## src/rtl/wimax_randomizer_par_if.sv

```systemverilog
// Stream and control bundle for wimax_randomizer_par.
// The master drives the input word, the output-side ready, and the seed controls.
// The slave (the randomizer) drives in_ready, the output word and word_cnt.
//   in_data/in_valid/in_last/in_ready     : upstream word handshake
//   out_data/out_valid/out_last/out_ready : downstream word handshake
//   rand_iv/reload                        : seed value and one-cycle load strobe
//   bypass                                : pass the accepted word unscrambled
//   word_cnt                              : words accepted in the current burst
interface wimax_randomizer_par_if #(
  parameter int DW    = 8,
  parameter int CNT_W = 16
);
  logic [DW-1:0]    in_data;
  logic             in_valid;
  logic             in_last;
  logic             in_ready;
  logic [DW-1:0]    out_data;
  logic             out_valid;
  logic             out_last;
  logic             out_ready;
  logic [14:0]      rand_iv;
  logic             reload;
  logic             bypass;
  logic [CNT_W-1:0] word_cnt;

  modport master (
    output in_data, in_valid, in_last, out_ready, rand_iv, reload, bypass,
    input  in_ready, out_data, out_valid, out_last, word_cnt
  );

  modport slave (
    input  in_data, in_valid, in_last, out_ready, rand_iv, reload, bypass,
    output in_ready, out_data, out_valid, out_last, word_cnt
  );
endinterface

```

## src/rtl/wimax_randomizer_par.sv

```systemverilog
// Word-parallel 802.16 OFDM randomizer, PRBS 1 + x^14 + x^15, DW bits per clock.
// Bit DW-1 of each word is the first bit on air and takes the first keystream bit.
// Ports:
//   clk   : system clock, rising edge
//   reset : asynchronous, active-high
//   bus   : wimax_randomizer_par_if slave (handshakes, seed controls, word_cnt)
// A single output register stage gives 1-cycle latency and full throughput.
// in_ready depends only on out_valid and out_ready, and out_data is purely
// registered, so nothing combinational runs from out_ready to out_data.
module wimax_randomizer_par #(
  parameter int DW    = 8,
  parameter int CNT_W = 16
) (
  input  logic                   clk,
  input  logic                   reset,
  wimax_randomizer_par_if.slave  bus
);

  // LFSR bit order: lfsr[14] = s1 ... lfsr[0] = s15, which matches rand_iv
  // directly (bit 14 loads s1, bit 0 loads s15).
  logic [14:0]      lfsr;
  logic [14:0]      seed_q;
  logic [CNT_W-1:0] cnt_q;
  logic [DW-1:0]    out_data_q;
  logic             out_valid_q;
  logic             out_last_q;

  logic             accept;
  logic [14:0]      work_st;
  logic [14:0]      step_st;
  logic [DW-1:0]    scr_data;
  logic             fb;

  assign bus.in_ready  = !out_valid_q || bus.out_ready;
  assign accept        = bus.in_valid && bus.in_ready;
  assign bus.out_data  = out_data_q;
  assign bus.out_valid = out_valid_q;
  assign bus.out_last  = out_last_q;
  assign bus.word_cnt  = cnt_q;

  // A reload in the accept cycle seeds the word being accepted, so the
  // starting state is chosen before the DW serial steps are unrolled.
  always_comb begin
    work_st  = bus.reload ? bus.rand_iv : lfsr;
    step_st  = work_st;
    scr_data = bus.in_data;
    fb       = 1'b0;
    for (int j = 0; j < DW; j++) begin
      fb                = step_st[1] ^ step_st[0];
      scr_data[DW-1-j]  = bus.in_data[DW-1-j] ^ fb;
      step_st           = {fb, step_st[14:1]};
    end
  end

  always_ff @(posedge clk or posedge reset) begin
    if (reset) begin
      lfsr        <= '0;
      seed_q      <= '0;
      cnt_q       <= '0;
      out_data_q  <= '0;
      out_valid_q <= 1'b0;
      out_last_q  <= 1'b0;
    end else begin
      if (accept) begin
        out_data_q  <= bus.bypass ? bus.in_data : scr_data;
        out_valid_q <= 1'b1;
        out_last_q  <= bus.in_last;
        if (bus.in_last) begin
          // End of burst: restart from the latched seed, or from the seed
          // being latched this very cycle.
          lfsr  <= bus.reload ? bus.rand_iv : seed_q;
          cnt_q <= '0;
        end else begin
          lfsr  <= bus.bypass ? work_st : step_st;
          cnt_q <= (bus.reload ? '0 : cnt_q) + 1'b1;
        end
      end else begin
        if (bus.out_ready) begin
          out_valid_q <= 1'b0;
          out_last_q  <= 1'b0;
        end
        // Also covers a stall: the held output is untouched.
        if (bus.reload) begin
          lfsr  <= bus.rand_iv;
          cnt_q <= '0;
        end
      end
      if (bus.reload) begin
        seed_q <= bus.rand_iv;
      end
    end
  end

endmodule

```

## src/flat_wrapper.sv

```systemverilog
// flat-port wrapper written by rule: the top's interface ports become plain ports
module wimax_randomizer_par_flat 
#(
  parameter int DW    = 8,
  parameter int CNT_W = 16
)
  (clk, reset, bus_in_data, bus_in_valid, bus_in_last, bus_out_ready, bus_rand_iv, bus_reload, bus_bypass, bus_in_ready, bus_out_data, bus_out_valid, bus_out_last, bus_word_cnt);
  wimax_randomizer_par_if #(.DW(DW), .CNT_W(CNT_W)) bus_i ();
  input  logic clk;
  input  logic reset;
  input wire logic [$bits(bus_i.in_data)-1:0] bus_in_data;
  input wire logic [$bits(bus_i.in_valid)-1:0] bus_in_valid;
  input wire logic [$bits(bus_i.in_last)-1:0] bus_in_last;
  input wire logic [$bits(bus_i.out_ready)-1:0] bus_out_ready;
  input wire logic [$bits(bus_i.rand_iv)-1:0] bus_rand_iv;
  input wire logic [$bits(bus_i.reload)-1:0] bus_reload;
  input wire logic [$bits(bus_i.bypass)-1:0] bus_bypass;
  output wire logic [$bits(bus_i.in_ready)-1:0] bus_in_ready;
  output wire logic [$bits(bus_i.out_data)-1:0] bus_out_data;
  output wire logic [$bits(bus_i.out_valid)-1:0] bus_out_valid;
  output wire logic [$bits(bus_i.out_last)-1:0] bus_out_last;
  output wire logic [$bits(bus_i.word_cnt)-1:0] bus_word_cnt;
  assign bus_i.in_data = bus_in_data;
  assign bus_i.in_valid = bus_in_valid;
  assign bus_i.in_last = bus_in_last;
  assign bus_i.out_ready = bus_out_ready;
  assign bus_i.rand_iv = bus_rand_iv;
  assign bus_i.reload = bus_reload;
  assign bus_i.bypass = bus_bypass;
  assign bus_in_ready = bus_i.in_ready;
  assign bus_out_data = bus_i.out_data;
  assign bus_out_valid = bus_i.out_valid;
  assign bus_out_last = bus_i.out_last;
  assign bus_word_cnt = bus_i.word_cnt;
  wimax_randomizer_par #(.DW(DW), .CNT_W(CNT_W)) u_core (.clk(clk), .reset(reset), .bus(bus_i));
endmodule
```

## config.mk

```make
export PLATFORM = sky130hd
export DESIGN_NAME = wimax_randomizer_par_flat
export DESIGN_NICKNAME = d
export VERILOG_FILES = /design/src/rtl/wimax_randomizer_par_if.sv /design/src/rtl/wimax_randomizer_par.sv /design/src/flat_wrapper.sv
export SDC_FILE = /design/constraint.sdc
export NUM_CORES = 1
export LEC_CHECK = 0
export CORE_UTILIZATION = 47
export CTS_CLUSTER_SIZE = 14
export DETAILED_ROUTE_END_ITERATION = 16
export PLACE_DENSITY = 0.76
export REMOVE_ABC_BUFFERS = 1
export SYNTH_ARGS = -nofsm -noshare
export SYNTH_HDL_FRONTEND = slang
export SYNTH_SLANG_ARGS = --single-unit
export TNS_END_PERCENT = 10
```

## constraint.sdc

```tcl
create_clock -name clk -period 1.7 [get_ports clk]
set_input_delay 0.255 -clock clk [delete_from_list [all_inputs] [get_ports clk]]
set_output_delay 0.255 -clock clk [all_outputs]
set_load 0.01 [all_outputs]
```

==> flow_summary_export.csv <==
group,metric,value,unit
timing,finalSetupViolations,0,
detailed_routing,wl_per_cell,16.8,microns
grt,grt_util_met1,31.3,%
yosys,ys_seq_area_share,45.6,%
clock_network,clkTransAtPathRegs,0.10,ns
timing,hold_viol_final,0,
clock_network,hold_buffers,0,
clock_network,clock_path_buffers,2,
detailed_routing,via_per_inst,5.75,
grt,track_usage,24.3,%
power,switching_power,0.898,mW
floorplan,dieArea,6870,sq um
outcome,status,"complete, no violations",
layout,finalNetCount,424,
yosys,yosysTopAreaCell,"dfrtp_1",
timing,fin_ws,0.0590,ns
timing,fin_crit_sh,96.5,%
timing,finalSetupTns,0,ns
detailed_routing,remaining_drc_errors,0,
power,sequentialPowerShare,46.8,%
clock_network,cts_sinks,56,
power,p_leak,1.80,nW
layout,num-fill-cells,487,
grt,grt_pass1_wl,13600,microns
setup_path,cp.arrival,1.88,ns
place,dp_slack,-0.318,ns
layout,drive_gt1_share,26.6,%
yosys,ys_warn_count,0,
grt,globalRouteOverflowTotal,0,
power,clock_power_share,27.2,%
run,maxCapViolCount,0,
layout,antenna_cells,0,
yosys,ys_ff_latch,56,
yosys,avgSynthCellArea,10.5,sq um
place,dp_hpwl,5790,microns
yosys,netlist_area,3070,sq um
timing,max_freq,609,MHz
grt,grt_max_degree,29,
yosys,synth-main-ff-cell,"dfrtp_1",
layout,post-route-cell-area,4280,sq um
timing,fin_crit,1.64,ns
setup_path,cp-start-kind,"register",
clock_network,cts_buffers,5,
yosys,synth_top_area_share,45.6,%
power,vdd_drop_max,0.000475,V
floorplan,ios,57,
yosys,syn_inst,294,
timing,maxSlewViolCount,0,
floorplan,fp.dieW,82.9,microns
power,p_sw_share,27.5,%
detailed_routing,drt_iter0_drc,168,
setup_path,cp_max_fo,6,
clock_network,cts_tree,"done",
grt,antenna_found_initial,0,
floorplan,die_y,82.9,microns
floorplan,coreArea,6310,sq um
yosys,synthTopCellsByArea,"dfrtp_1 (46%), mux2_2 (5.5%), o21ai_0 (3.3%)",
timing,holdWs,0.212,ns
detailed_routing,drt.antenna.violating_nets,0,
yosys,async_reset_ff_share,100,%
yosys,yosys-top-cells-count,"dfrtp_1 (56), o21ai_0 (20), a21oi_1 (16)",
grt,busiest_layer,"met2",
grt,grtUsageMet3,3.98,%
clock_network,worstSkewPairLatency,0.32,ns
power,total_power,3.26,mW
hold_path,holdCritPathClass,"input pin to async pin",
detailed_routing,drtPass1Iterations,4,
setup_path,endpoint_kind,"register",
grt,use_met2,42.0,%
clock_network,htree_levels,2,
layout,area_growth,39.4,%
timing,rsz0062_at_grt,"false",
setup_path,regToRegSetupSlack,0.06,ns
power,p_comb_share,26.0,%
detailed_routing,num_vias,2707,
power,p_int,2.36,mW
place,dpl_cell_area,4110,sq um
setup_path,worstSetupPathType,"register to register",
place,io_buffer_count,56,
timing,slew_headroom,73.2,%
detailed_routing,drt_wl_total,7920,microns
yosys,synth.most_common_cell,"dfrtp_1",
timing,worstMarginPinSlew,0.396,ns
floorplan,num_rows,29,
floorplan,start_util,48.7,%
grt,grt_pass1_vias,2806,
power,p_per_area,762,nW/um^2
yosys,synth-edff-count,0,
clock_network,cts_root_buf,"clkbuf_8",
timing,skew,0.0122,ns
yosys,synth_cell_types,43,
setup_path,worstPathRequired,1.94,ns
place,gp_congestion,0.829,
==> power by group through the flow <==
| stage | Clock, mW | Sequential [mW] | Combinational (mW) |
|---|---|---|---|
| after CTS | 0.907 | 1.53 | 0.845 |
| after global routing | 0.967 | 1.54 | 0.926 |
| after global placement | 0 | 1.55 | 0.820 |
| final | 0.889 | 1.53 | 0.848 |
| after detailed placement | 0 | 1.55 | 0.842 |
| after floorplan | 0 | 1.56 | 0.396 |
==> critical path: stages (launching register included) <==
cell	delay, ns
dfrtp_1	0.37
nor2b_4	0.18
ha_4	0.17
nand4_4	0.12
buf_4	0.19
or3_1	0.37
a21oi_1	0.17
==> path summary, 6_finish.rpt <==
path,endpoint,from,depth (start not counted)
setup / recovery,u_core.bus.word_cnt[8]$_DFF_PP0_,u_core.bus.word_cnt[1]$_DFF_PP0_,6
hold / removal,u_core.bus.word_cnt[5]$_DFF_PP0_,reset,2
setup reg to reg,u_core.bus.word_cnt[8]$_DFF_PP0_,u_core.bus.word_cnt[1]$_DFF_PP0_,6
hold reg to reg,u_core.bus.out_data[7]$_DFFE_PP0P_,u_core.bus.out_data[7]$_DFFE_PP0P_,2
max in group asynchronous,u_core.lfsr[7]$_DFF_PP0_,reset,3
min in group clk,u_core.bus.word_cnt[3]$_DFF_PP0_,bus_reload,3
==> timing repair <==
action                     CTS  global route
pin swaps                    0             2
setup endpoints to repair    5             7
gates resized for setup      7             8
setup buffers                0             0
==> per-stage QoR <==
stage | std cells | utilization [%]
5_1_grt | 471 | 67.8
3_3_place_gp | 463 | 65.1
4_1_cts | 471 | 67.3
6_report | 471 | 67.8
3_5_place_dp | 463 | 65.1
2_1_floorplan | 273 | -
==> layout by cell type, fill, tap and decap left out, types with 5 or more instances in the layout <==
cell type         n
a31oi_1           9
or4_1             8
o21ai_0          20
a211o_1           8
a21oi_1          13
nand3_1           8
clkdlybuf4s50_1  54
nand2b_1          8
o31ai_1           7
buf_4            52
mux2_2           15
buf_12            5
clkbuf_8          5
inv_1             6
dfrtp_1          56
mux2i_2           6
or3_1             8
mux2i_1           8
o31a_1            7
xnor2_1           7
a2bb2oi_1         7
nand2_1          10
nor4_1            8
nor2_1           11
==> sequential cells by signal, indices dropped and copies added, names as in the netlist <==
register	flops
u_core.lfsr	15
u_core.bus.out_last	1
u_core.bus.word_cnt	16
u_core.seed_q	15
u_core.bus.out_data	8
u_core.bus.out_valid	1
==> kinds of logic (layout without fill, tap and decap cells) <==
group | count (synthesis) | after routing | synth area share (%)
multiplexers | 31 | 31 | 12.3
AO/OA/AOI/OAI | 84 | 84 | 18.4
XOR/XNOR | 10 | 10 | 2.85
AND/OR/NAND/NOR | 84 | 84 | 16.3
flip-flops | 56 | 56 | 45.6
buffers and inverters | 28 | 128 | 4.19
adder cells (fa/ha/maj) | 1 | 1 | 0.407
==> cell type report <==
| cell class | count | area [sq um] | area share (%) |
|---|---|---|---|
| multi-input cells | 210 | 1600 | 37.4 |
| flip-flops and latches | 56 | 1400 | 32.7 |
| clock inverters | 3 | 42.5 | 0.993 |
| well taps | 77 | 96.3 | 2.25 |
| repair buffers | 113 | 1040 | 24.4 |
| clock buffers | 5 | 68.8 | 1.61 |
| inverters | 7 | 26.3 | 0.613 |
==> per-layer routing <==
metal  vias up  wire (microns)
li1       1301               -
met2        65            4080
met4         0             100
met5         -               0
met3         8             283
met1      1333            3450
Power figures use the tool's default switching activity.
